==> config.mk <==
export PLATFORM = sky130hd
export DESIGN_NAME = inst_fetch
export DESIGN_NICKNAME = d
export VERILOG_FILES = /design/src/rtl/inst_fetch_pkg.sv /design/src/rtl/inst_fetch_queue.sv /design/src/rtl/inst_fetch.sv
export SDC_FILE = /design/constraint.sdc
export NUM_CORES = 1
export LEC_CHECK = 0
export ABC_AREA = 0
export CORE_UTILIZATION = 47
export DETAILED_ROUTE_END_ITERATION = 12
export GPL_ROUTABILITY_DRIVEN = 0
export PLACE_DENSITY_LB_ADDON = 0.25
export REMOVE_ABC_BUFFERS = 1
export SYNTH_ARGS = -nofsm -noshare
export SYNTH_HDL_FRONTEND = slang
export SYNTH_SLANG_ARGS = --single-unit
==> constraint.sdc <==
create_clock -name clk -period 2.8 [get_ports clk]
set_clock_uncertainty 0.05 [all_clocks]
set_input_delay 0.28 -clock clk [delete_from_list [all_inputs] [get_ports clk]]
set_output_delay 0.28 -clock clk [all_outputs]
set_load 0.01 [all_outputs]
==> src/rtl/inst_fetch_pkg.sv <==
// Shared types and constants for the instruction fetch sequencer.
package inst_fetch_pkg;

  typedef enum logic [1:0] {
    ST_RUN   = 2'd0,
    ST_HALT  = 2'd1,
    ST_FAULT = 2'd2
  } fetch_state_t;

  localparam logic [7:0] LAST_ADDR_DEFAULT = 8'h48;
  localparam logic [7:0] WORD_BYTES        = 8'd4;

endpackage

==> src/rtl/inst_fetch_queue.sv <==
// Two-entry {data, pc} FIFO between the ROM capture point and decode.
// Entry 0 is always the head; a pop shifts entry 1 down.
module inst_fetch_queue (
  input  logic        clk,
  input  logic        rst_n,
  input  logic        push,
  input  logic [31:0] push_data,
  input  logic [7:0]  push_pc,
  input  logic        pop,
  input  logic        flush,
  output logic        head_valid,
  output logic [31:0] head_data,
  output logic [7:0]  head_pc,
  output logic [1:0]  count
);

  logic [31:0] data0_q, data1_q;
  logic [7:0]  pc0_q, pc1_q;
  logic [1:0]  count_q;
  logic        do_pop, do_push;

  assign do_pop  = pop && (count_q != 2'd0);
  // A push into a full queue is only legal when the head leaves the same cycle.
  assign do_push = push && ((count_q != 2'd2) || do_pop);

  always_ff @(posedge clk) begin
    if (!rst_n) begin
      data0_q <= 32'h0;
      data1_q <= 32'h0;
      pc0_q   <= 8'h00;
      pc1_q   <= 8'h00;
      count_q <= 2'd0;
    end else if (flush) begin
      count_q <= 2'd0;
    end else begin
      case ({do_push, do_pop})
        2'b10: begin
          if (count_q == 2'd0) begin
            data0_q <= push_data;
            pc0_q   <= push_pc;
          end else begin
            data1_q <= push_data;
            pc1_q   <= push_pc;
          end
          count_q <= count_q + 2'd1;
        end
        2'b01: begin
          data0_q <= data1_q;
          pc0_q   <= pc1_q;
          count_q <= count_q - 2'd1;
        end
        2'b11: begin
          if (count_q == 2'd1) begin
            data0_q <= push_data;
            pc0_q   <= push_pc;
          end else begin
            data0_q <= data1_q;
            pc0_q   <= pc1_q;
            data1_q <= push_data;
            pc1_q   <= push_pc;
          end
        end
        default: ;
      endcase
    end
  end

  assign head_valid = (count_q != 2'd0);
  assign head_data  = data0_q;
  assign head_pc    = pc0_q;
  assign count      = count_q;

endmodule

==> src/rtl/inst_fetch.sv <==
// Instruction fetch sequencer: drives the registered ROM, captures words one
// cycle later, and hands them to decode with redirect, halt and fault handling.
module inst_fetch
  import inst_fetch_pkg::*;
#(
  parameter logic [7:0] LAST_ADDR = LAST_ADDR_DEFAULT
) (
  input  logic        clk,
  input  logic        rst_n,
  output logic [7:0]  Address,
  input  logic [31:0] InstIn,
  input  logic        redirect_valid,
  input  logic [7:0]  redirect_target,
  output logic        inst_valid,
  input  logic        inst_ready,
  output logic [31:0] inst_data,
  output logic [7:0]  inst_pc,
  output logic        halted,
  output logic        fault,
  output logic [1:0]  fsm_state
);

  // Handshake: a word transfers on every cycle where inst_valid && inst_ready;
  // while inst_valid && !inst_ready the head (inst_data, inst_pc) is held.

  fetch_state_t state_q;
  logic [7:0]   pc_q, live_pc_q;
  logic         live_q, halted_q, fault_q;
  logic         pop, push, flush, issue;
  logic [1:0]   q_count;
  logic [2:0]   load, limit;

  assign pop   = inst_valid && inst_ready;
  assign flush = redirect_valid || (state_q == ST_FAULT);
  assign push  = live_q && !flush;

  // Queued plus in-flight words must leave room for the word issued now.
  assign load  = {1'b0, q_count} + {2'b00, live_q};
  assign limit = 3'd2 + {2'b00, pop};
  assign issue = (state_q == ST_RUN) && !redirect_valid &&
                 (pc_q <= LAST_ADDR) && (load < limit);

  inst_fetch_queue u_fetch_queue (
    .clk        (clk),
    .rst_n      (rst_n),
    .push       (push),
    .push_data  (InstIn),
    .push_pc    (live_pc_q),
    .pop        (pop),
    .flush      (flush),
    .head_valid (inst_valid),
    .head_data  (inst_data),
    .head_pc    (inst_pc),
    .count      (q_count)
  );

  always_ff @(posedge clk) begin
    if (!rst_n) begin
      state_q   <= ST_RUN;
      pc_q      <= 8'h00;
      live_q    <= 1'b0;
      live_pc_q <= 8'h00;
      halted_q  <= 1'b0;
      fault_q   <= 1'b0;
    end else begin
      case (state_q)
        ST_RUN, ST_HALT: begin
          if (redirect_valid) begin
            live_q <= 1'b0;
            if (redirect_target[1:0] == 2'b00) begin
              pc_q     <= redirect_target;
              state_q  <= ST_RUN;
              halted_q <= 1'b0;
            end else begin
              state_q <= ST_FAULT;
              fault_q <= 1'b1;
            end
          end else begin
            live_q <= issue;
            if (issue) begin
              live_pc_q <= pc_q;
              pc_q      <= pc_q + WORD_BYTES;
            end
            if ((state_q == ST_RUN) && (pc_q > LAST_ADDR)) begin
              state_q  <= ST_HALT;
              halted_q <= 1'b1;
            end
          end
        end
        default: begin
          live_q <= 1'b0;
        end
      endcase
    end
  end

  assign Address   = pc_q;
  assign halted    = halted_q;
  assign fault     = fault_q;
  assign fsm_state = state_q;

endmodule

==> results of run 1 <==
[metal layers]
| metal | share of wire | GRT usage |
|---|---|---|
| met5 | 0 | 0 |
| met4 | 0.010 | 0.06200 |
| met3 | 0.047 | 0.04255 |
| met2 | 0.46 | 0.3326 |
| met1 | 0.49 | 0.2748 |
[state kept, by name, summed over array words and instances, names as in the netlist]
register and cells:
u_fetch_queue.data1_q 32, u_fetch_queue.head_data 32, Address 8, live_pc_q 8, u_fetch_queue.head_pc 8, u_fetch_queue.pc1_q 8
fsm_state 2, u_fetch_queue.count 2, fault 1, halted 1, live_q 1
[per-stage QoR]
stage               std cells    util  setup slack [ns]  instance area (sq um)  setup TNS [ns]
floorplan                 453       -            -1.755                   4218          -67.13
global placement          666  0.6098            0.3529                   5421               0
detailed placement        666  0.6098            0.3146                   5421               0
CTS                       681  0.6290            0.3139                   5593               0
global route              681  0.6290            0.1622                   5593               0
finish                    681  0.6290            0.3218                   5593               0
[final cells by class]
| class | instances | area (sq um) |
|---|---|---|
| clock buffer | 10 | 127.6 |
| fill | 742 | 3298 |
| inverter | 5 | 18.77 |
| timing repair buffer | 105 | 1049 |
| multi-input combinational | 345 | 2157 |
| tap | 108 | 135.1 |
| sequential | 103 | 2062 |
| clock inverter | 5 | 43.79 |
[power breakdown]
group | switching [mW] | internal [mW] | total [mW]
Sequential | 0.0377 | 1.51 | 1.55
Combinational | 0.160 | 0.202 | 0.361
Clock | 0.507 | 0.330 | 0.837
Total | 0.705 | 2.04 | 2.75
[cells by family after synthesis]
logic type	synth area share
compound gates	0.2005
xor+xnor	0.001999
fa+ha+maj	0.01999
buf+inv	0.04169
flops	0.4706
mux	0.1165
simple gates	0.1488
[final timing paths]
path	startpoint	endpoint	slack, ns	cells past startpoint
hold reg to reg	live_pc_q[7]	live_pc_q[7]	0.40	2
hold / removal	live_pc_q[7]	live_pc_q[7]	0.40	2
setup reg to reg	Address[3]	live_pc_q[1]	0.32	7
setup / recovery	Address[3]	live_pc_q[1]	0.32	7
[cell usage in the layout (no fill, tap or decap), types with 2 or more instances in the layout]
cell type | Yosys | layout
sky130_fd_sc_hd__a21boi_0 | 43 | 43
sky130_fd_sc_hd__a21oi_1 | 35 | 35
sky130_fd_sc_hd__and2_1 | 2 | 2
sky130_fd_sc_hd__and3_1 | 4 | 3
sky130_fd_sc_hd__and3_2 | 2 | 3
sky130_fd_sc_hd__buf_12 | 0 | 2
sky130_fd_sc_hd__buf_4 | 0 | 7
sky130_fd_sc_hd__clkbuf_8 | 0 | 9
sky130_fd_sc_hd__clkdlybuf4s50_1 | 0 | 95
sky130_fd_sc_hd__clkinvlp_4 | 0 | 2
sky130_fd_sc_hd__dfxtp_1 | 103 | 103
sky130_fd_sc_hd__ha_1 | 7 | 7
sky130_fd_sc_hd__inv_1 | 5 | 5
sky130_fd_sc_hd__mux2i_1 | 51 | 51
sky130_fd_sc_hd__nand2_1 | 100 | 100
sky130_fd_sc_hd__nand2b_1 | 4 | 4
sky130_fd_sc_hd__nand3_1 | 7 | 7
sky130_fd_sc_hd__nor2_1 | 12 | 12
sky130_fd_sc_hd__nor2b_1 | 10 | 10
sky130_fd_sc_hd__nor3_1 | 3 | 3
sky130_fd_sc_hd__o211a_1 | 8 | 8
sky130_fd_sc_hd__o21a_1 | 3 | 3
sky130_fd_sc_hd__o21ai_0 | 38 | 38
sky130_fd_sc_hd__o31ai_1 | 2 | 2
[critical path, delay by kind of cell (launching register included)]
| kind | cells | cell delay (ns) |
|---|---|---|
| compound gates | 1 | 0.46 |
| fa+ha+maj | 1 | 0.19 |
| buf+inv | 1 | 0.21 |
| flops | 1 | 0.48 |
| mux | 1 | 0.20 |
| simple gates | 3 | 0.78 |
==> results.toml, run 1 <==
[run_status]
run_status = "finished clean"

[place]
io_buffer_count = 96
hpwl_mm = 6.098

[layout]
insertedDiodeCount = 0
syn2layout_area_growth_pct = 27.64
nNetsFinal = 620
layout-drive-gt1-share = 0.05585

[worst_setup_path]
setup.worst_path.start_class = "flop"
path_cells = "ha_1 > or3b_1 > a311oi_2 > and2_1 > buf_4 > mux2i_1 > nor2b_1"
setup.worst_path.end_class = "flop"
worst-path-max-fanout = 7
cp_max_stage_cell = "sky130_fd_sc_hd__dfxtp_1"
cp.required_ns = 3.01
crit_arrival_ns = 2.69
slowest_delay_ns = 0.48
worstSetupPathType = "flop to flop"

[floorplan]
start_util = 0.4928
core_area_sq_um = 8891
fp.dieW_um = 98.56
placement_rows = 34
fp.dieH_um = 98.56
design.die.area_sq_um = 9713
pin_count = 97

[clock_tree]
tritoncts.num_buffers = 9
ctsHoldBuffers = 0
numClockSinks = 103
cts_tree = "yes"
cts-root-buf = "sky130_fd_sc_hd__clkbuf_8"
cts.path.max_buffers = 2
cts.clk_slew.worst_paths_ns = 0.09
worst_skew_pair.late_latency_ns = 0.37
post-cts-setup-buffer-count = 0
htree_levels = 3
post_cts_resize_count = 0

[logic_synthesis]
synth_top_flop_cell = "sky130_fd_sc_hd__dfxtp_1"
synth-seq-area-share = 0.4706
synthesis.instances = 490
synth_edf_count = 0
yosys-top-cells-count = "sky130_fd_sc_hd__dfxtp_1, sky130_fd_sc_hd__nand2_1, sky130_fd_sc_hd__mux2i_1"
ys_ff_latch = 103
yosys.cell_count.top_type = "sky130_fd_sc_hd__dfxtp_1"
portion_of_synthesized_cell_area_occupied_by_the_leading_cell_type = 0.4706
postSynth.asyncResetShare = 0
cell_types_with_the_largest_area_share_after_synthesis = "sky130_fd_sc_hd__dfxtp_1, sky130_fd_sc_hd__mux2i_1, sky130_fd_sc_hd__nand2_1"
syn_avg_cell_area_sq_um = 8.942
yosysWarnings = 0
syn-cell-area_sq_um = 4382
synth.distinct_cells = 36
yosys.area.top_type = "sky130_fd_sc_hd__dfxtp_1"

[detailed_routing]
detail_route.vias_per_cell = 5.327
detailed_router_s_first_iteration_violation_count = 150
vias = 3628
routed_wire_length_per_instance_um = 13.87
wirelength_mm = 9.448
final_antenna_net_count = 0
post-route-drc-count = 0
drt_pass1_iterations = 4

[global_routing]
vias_in_the_first_global_route = 3439
globalRoute.totalOverflow = 0
grt_max_degree = 61
antenna_violations_before_repair = 0
global_route_wire_length_before_repair_mm = 16.12
grt_use_total = 0.2047

[pwr]
vdd.ir_drop.worst_mv = 0.2309
power-per-cell-area_nw_per_um2 = 491.0
totalPowerFinal_mw = 2.746
power.static_leakage_nw = 2.000

[run]
cap_violations = 0

[timing]
slew_viol_final = 0
worst_pin_slew_ns = 0.5531
fmaxAchievable_mhz = 403.5
post-route-min-period_ns = 2.478
final_setup_violation_count = 0
timing.final.crit_share = 0.8851
slew-limit-headroom = 0.6313
grt_setup_unrepaired = "no"
timing.final.hold_violations = 0
worst_hold_slack_ns = 0.4040

[min_path]
timing.hold.worst.class = "flop to flop"
(Power assumes the default switching activity.)
==> run 2: changes to the inputs <==
- CORE_ASPECT_RATIO: unset -> 1.4
==> results.toml, run 2 (synthesized netlist as in run 1, its figures left out) <==
[floorplan]
fp.dieH_um = 116.2
fp.dieW_um = 83.61
pin_count = 97
core_area_sq_um = 9029
placement_rows = 41
design.die.area_sq_um = 9719
start_util = 0.4853

[pwr]
power.static_leakage_nw = 2.061
vdd.ir_drop.worst_mv = 0.4302
power-per-cell-area_nw_per_um2 = 544.5

[worst_setup_path]
critical_path_origin = "u_fetch_queue.count[1]"
critical_path.reg2reg.endpoint = "Address[2]"
setup.worst_path.end_class = "flop"
cp.required_ns = 2.98
critical_path.endpoint = "Address[2]"
crit_arrival_ns = 2.56
r2r_slack_ns = 0.42
r2r.worst_path.cells = 8
worstReg2RegStart = "u_fetch_queue.count[1]"
worstSetupPathType = "flop to flop"
worst-path-max-fanout = 9
setup.worst_path.start_class = "flop"

[timing]
slew_viol_final = 0
fmaxAchievable_mhz = 420.2
post-route-min-period_ns = 2.380
slew-limit-headroom = 0.5502
worst_pin_slew_ns = 0.6747
worst_slack_ns = 0.4199
final_setup_violation_count = 0
worst_hold_slack_ns = 0.4030
grt_setup_unrepaired = "no"
timing.final.hold_violations = 0
timing.final.crit_share = 0.8500

[layout]
insertedDiodeCount = 0
syn2layout_area_growth_pct = 30.93
layout-drive-gt1-share = 0.05420
mostFrequentLayoutCells = "sky130_fd_sc_hd__dfxtp_1, sky130_fd_sc_hd__nand2_1, sky130_fd_sc_hd__clkdlybuf4s50_1"
most_common_library_cell_in_the_layout_ignoring_fill_and_taps = "sky130_fd_sc_hd__dfxtp_1"
nNetsFinal = 618
number_of_cells_in_the_finished_layout_apart_from_fillers = 679

[detailed_routing]
post-route-drc-count = 0
final_antenna_net_count = 0
wirelength_mm = 9.802
vias = 3666
detail_route.vias_per_cell = 5.399
detailed_router_s_first_iteration_violation_count = 180
routed_wire_length_per_instance_um = 14.44
drt_pass1_iterations = 4

[global_routing]
vias_in_the_first_global_route = 3399
global_route_wire_length_before_repair_mm = 15.77
grt_use_total = 0.2025
globalRoute.totalOverflow = 0
antenna_violations_before_repair = 0
grt_max_degree = 81

[run_status]
run_status = "finished clean"

[place]
hpwl_mm = 6.188
dp_cells = 663
post-place-ws_ns = 0.3577
io_buffer_count = 96

[clock_tree]
ctsHoldBuffers = 0
cts.clk_slew.worst_paths_ns = 0.07
tritoncts.num_buffers = 9
cts-root-buf = "sky130_fd_sc_hd__clkbuf_16"
htree_levels = 3
numClockSinks = 103
cts_tree = "yes"
post_cts_resize_count = 0
cts.path.max_buffers = 2
worst_skew_pair.late_latency_ns = 0.34
post-cts-setup-buffer-count = 0

[min_path]
timing.hold.worst.class = "flop to flop"

[run]
cap_violations = 0
-- run 2: cell count changes in the layout (fill, tap and decap cells not counted), sizes merged --
cell / change
clkinv: -1
inv: -1
buf: -2
clkbuf: +3
-- run 2: metrics by stage --
step / utilization / instance area [sq um] / power, mW / setup TNS, ns
floorplan: - / 4218 / 1.730 / -67.13
global placement: 0.6028 / 5443 / 1.937 / 0
detailed placement: 0.6028 / 5443 / 1.945 / 0
CTS: 0.6354 / 5737 / 3.162 / 0
global route: 0.6354 / 5737 / 3.262 / 0
finish: 0.6354 / 5737 / 3.124 / 0
-- run 2: layout make-up --
type,count,area (sq um)
Clock buffer,13,270.3
Multi-Input combinational cell,345,2157
Clock inverter,3,23.77
Timing Repair Buffer,103,1071
Inverter,5,18.77
Sequential cell,103,2062
Fill cell,772,3292
Tap cell,107,133.9
-- run 2: report_power, final --
group | total, mW | internal [mW] | switching (mW) | leakage [nW]
Sequential | 1.55 | 1.51 | 0.0400 | 0.834
Clock | 1.21 | 0.680 | 0.533 | 0.138
Combinational | 0.361 | 0.202 | 0.159 | 1.09
Total | 3.12 | 2.39 | 0.731 | 2.06
-- run 2: per-layer routing --
| layer | global-route usage | part of all wire |
|---|---|---|
| met1 | 0.2306 | 0.43 |
| met2 | 0.3675 | 0.50 |
| met3 | 0.05018 | 0.046 |
| met4 | 0.07571 | 0.019 |
| met5 | 0 | 0 |
-- run 2: worst max-delay path, stage by stage (launching register included) --
cell and delay (ns):
sky130_fd_sc_hd__dfxtp_1 0.40, sky130_fd_sc_hd__inv_1 0.11, sky130_fd_sc_hd__ha_1 0.25, sky130_fd_sc_hd__or3b_2 0.48, sky130_fd_sc_hd__a21oi_1 0.27, sky130_fd_sc_hd__and2_1 0.17, sky130_fd_sc_hd__buf_4 0.19, sky130_fd_sc_hd__nor3_2 0.05
sky130_fd_sc_hd__o31a_1 0.31
-- run 2: worst min path at each step --
stage,start,endpoint,slack [ns],cells past startpoint
2_1_floorplan,rst_n,fault,0.35,1
3_3_place_gp,live_pc_q[7],live_pc_q[7],0.39,2
3_5_place_dp,live_pc_q[7],live_pc_q[7],0.39,2
4_1_cts,live_pc_q[7],live_pc_q[7],0.40,2
5_1_grt,u_fetch_queue.data1_q[8],u_fetch_queue.data1_q[8],0.44,2
6_report,live_pc_q[7],live_pc_q[7],0.40,2
==> patch (settings of run 1) <==
Reset style: asynchronous (`rst_n`), changed in 2 clocked blocks.
--- a/src/rtl/inst_fetch_queue.sv
+++ b/src/rtl/inst_fetch_queue.sv
@@ -23,7 +23,7 @@
   // A push into a full queue is only legal when the head leaves the same cycle.
   assign do_push = push && ((count_q != 2'd2) || do_pop);
 
-  always_ff @(posedge clk) begin
+  always_ff @(posedge clk or negedge rst_n) begin
     if (!rst_n) begin
       data0_q <= 32'h0;
       data1_q <= 32'h0;
--- a/src/rtl/inst_fetch.sv
+++ b/src/rtl/inst_fetch.sv
@@ -54,7 +54,7 @@
     .count      (q_count)
   );
 
-  always_ff @(posedge clk) begin
+  always_ff @(posedge clk or negedge rst_n) begin
     if (!rst_n) begin
       state_q   <= ST_RUN;
       pc_q      <= 8'h00;
Behaviour: differs if rst_n is asserted again (counterexample within 4 cycles, from zero or initial values and one cycle with rst_n low); with rst_n held inactive, the same outputs for 4 cycles.
==> patch against run 1 <==
  * Cell area up 6.1%
  * Setup slack improved by 0.13 ns
  * Global-route usage shrank 1.7 points
  * Power grew 22%
  * Non-clock buffer count is 1 lower
  * Routed wire length decreased by 6.5%
  * Sequential cell count unchanged
  * Synthesized area rose by 3.5%
  * Largest cell class is now flip-flops and latches
==> patch: results (changes against run 1) <==
status: "complete, no violations"
r2r_setup_slack_ns: 0.45  # +0.13 ns
drt_iter0_drc: 102  # -32%
post-cts-setup-buffers: 0  # unchanged
clkSlewWorstSetupHoldPaths_ns: 0.09  # about the same
ir_drop_v: 0.0002454  # +6.3%
synth-seq-area-share_pct: 56.83  # +9.8 points
synth_cell_types: 46  # +28%
port_buffers: 96  # unchanged
nets: 513  # -17%
wl_um: 8837  # -6.5%
insertion_delay_ns: 0.35  # -0.02 ns
ctsHoldBuffers: 1  # +1
ys_top_cells_by_area: "dfrtp_1, mux2_2, mux2i_1"
via_per_inst: 5.227  # -1.9%
hp-class: "flop to flop"
finalHoldViolations: 0  # unchanged
htreeDepth: 3  # unchanged
dr.pass1.iters: 4  # unchanged
hold_start: "fault"
grt_max_degree: 81  # +33%
critPathTopFamily: "simple AND/OR/NAND/NOR gates"
rr_worst_depth: 7  # unchanged
max_stage_delay_ns: 0.51  # +0.03 ns
max_slew_margin_pct: 55.84  # -7.3 points
synth_edf_count: 0  # unchanged
cts_buffers: 9  # unchanged
yosys_warnings: 0  # unchanged
reg2reg_from: "Address[2]"
arrival_ns: 2.54  # -0.15 ns
path_max_fanout: 8  # +1
clock_path_buffers: 2  # unchanged
synthTopCellsByCount: "dfrtp_1, mux2_2, mux2i_1, nor2_1, a21oi_1"
clockRootBuffer: "clkbuf_8"
ctsResizeCount: 0  # unchanged
nFillCells: 771  # +3.9%
hpwl_um: 5969  # -2.1%
num_antenna_cells: 0  # unchanged
reg2reg_to: "live_pc_q[2]"
grt_pass1_wl_um: 14790  # -8.2%
leakage_nw: 2.966  # +48%
async_flop_share_pct: 100.0  # +100 points
worstHoldPathCells: 1  # -1
drive_gt1_share_pct: 17.56  # +12 points
synth_flop_cell: "dfrtp_1"
hold_end: "fault"
antenna_found_initial: 0  # unchanged
grt_usage_pct: 18.80  # -1.7 points
cpMaxStageDelayCell: "a311oi_4"
-- patch: changes by cell type after synthesis, sizes merged, moves of 7 or more --
cell	before	now
a21boi	43	2
nor2	12	44
clkbuf	27	10
dfrtp	0	103
nor2b	10	2
o21ai	38	4
nand2	100	3
dfxtp	103	0
mux2	0	49
o211a	8	1
-- patch: how the worst max path moves through the flow --
stage	from	end	slack, ns	cells past startpoint
finish	Address[2]	live_pc_q[2]	0.45	7
detailed placement	inst_ready	live_pc_q[0]	0.45	6
CTS	Address[2]	live_pc_q[2]	0.46	7
global route	Address[3]	live_pc_q[3]	0.35	6
global placement	inst_ready	live_pc_q[2]	0.50	6
floorplan	u_fetch_queue.count[1]	u_fetch_queue.head_data[0]	-1.91	6
-- patch: metrics by stage --
stage | setup WS, ns | std cells | TNS, ns | cell area [um^2] | hold WS, ns
2_1_floorplan | -1.905 | 347 | -76.21 | 4458 | -0.06559
3_3_place_gp | 0.4976 | 579 | 0 | 5687 | 0.3084
4_1_cts | 0.4600 | 596 | 0 | 5934 | 0.4416
5_1_grt | 0.3469 | 596 | 0 | 5934 | 0.4786
6_report | 0.4517 | 596 | 0 | 5934 | 0.4340
3_5_place_dp | 0.4530 | 579 | 0 | 5687 | 0.3139
-- patch: logic make-up (layout without fill, tap and decap cells) --
family,after synthesis,after routing,share of synthesized area (%)
flops,103,103,56.83
simple gates,71,71,7.807
mux,94,94,22.10
fa+ha+maj,7,7,1.931
compound gates,62,62,8.663
buf+inv,27,129,2.483
xor+xnor,1,1,0.1931
-- patch: cell type report --
class	instances	area [um^2]	area share, %
well taps	129	161.4	2.720
inverters	9	35.03	0.5903
clock buffers	11	131.4	2.214
repair buffers	104	1059	17.84
flip-flops and latches	103	2577	43.43
clock inverters	5	106.4	1.792
multi-input cells	235	1864	31.41
-- patch: where the power goes --
group | switching (mW) | leakage, nW | internal [mW]
clock | 0.483 | 0.114 | 0.596
sequential | 0.0825 | 1.35 | 1.62
combinational | 0.238 | 1.50 | 0.343
-- patch: metal layers --
metal / GRT usage (%) / wire [um] / share of wire, % / up-vias
met5: 0 / 0 / 0 / -
met4: 7.469 / 155 / 1.8 / 0
met3: 3.203 / 404 / 4.6 / 14
met2: 29.66 / 4206 / 48 / 82
met1: 26.00 / 4070 / 46 / 1521
li1: - / - / - / 1498
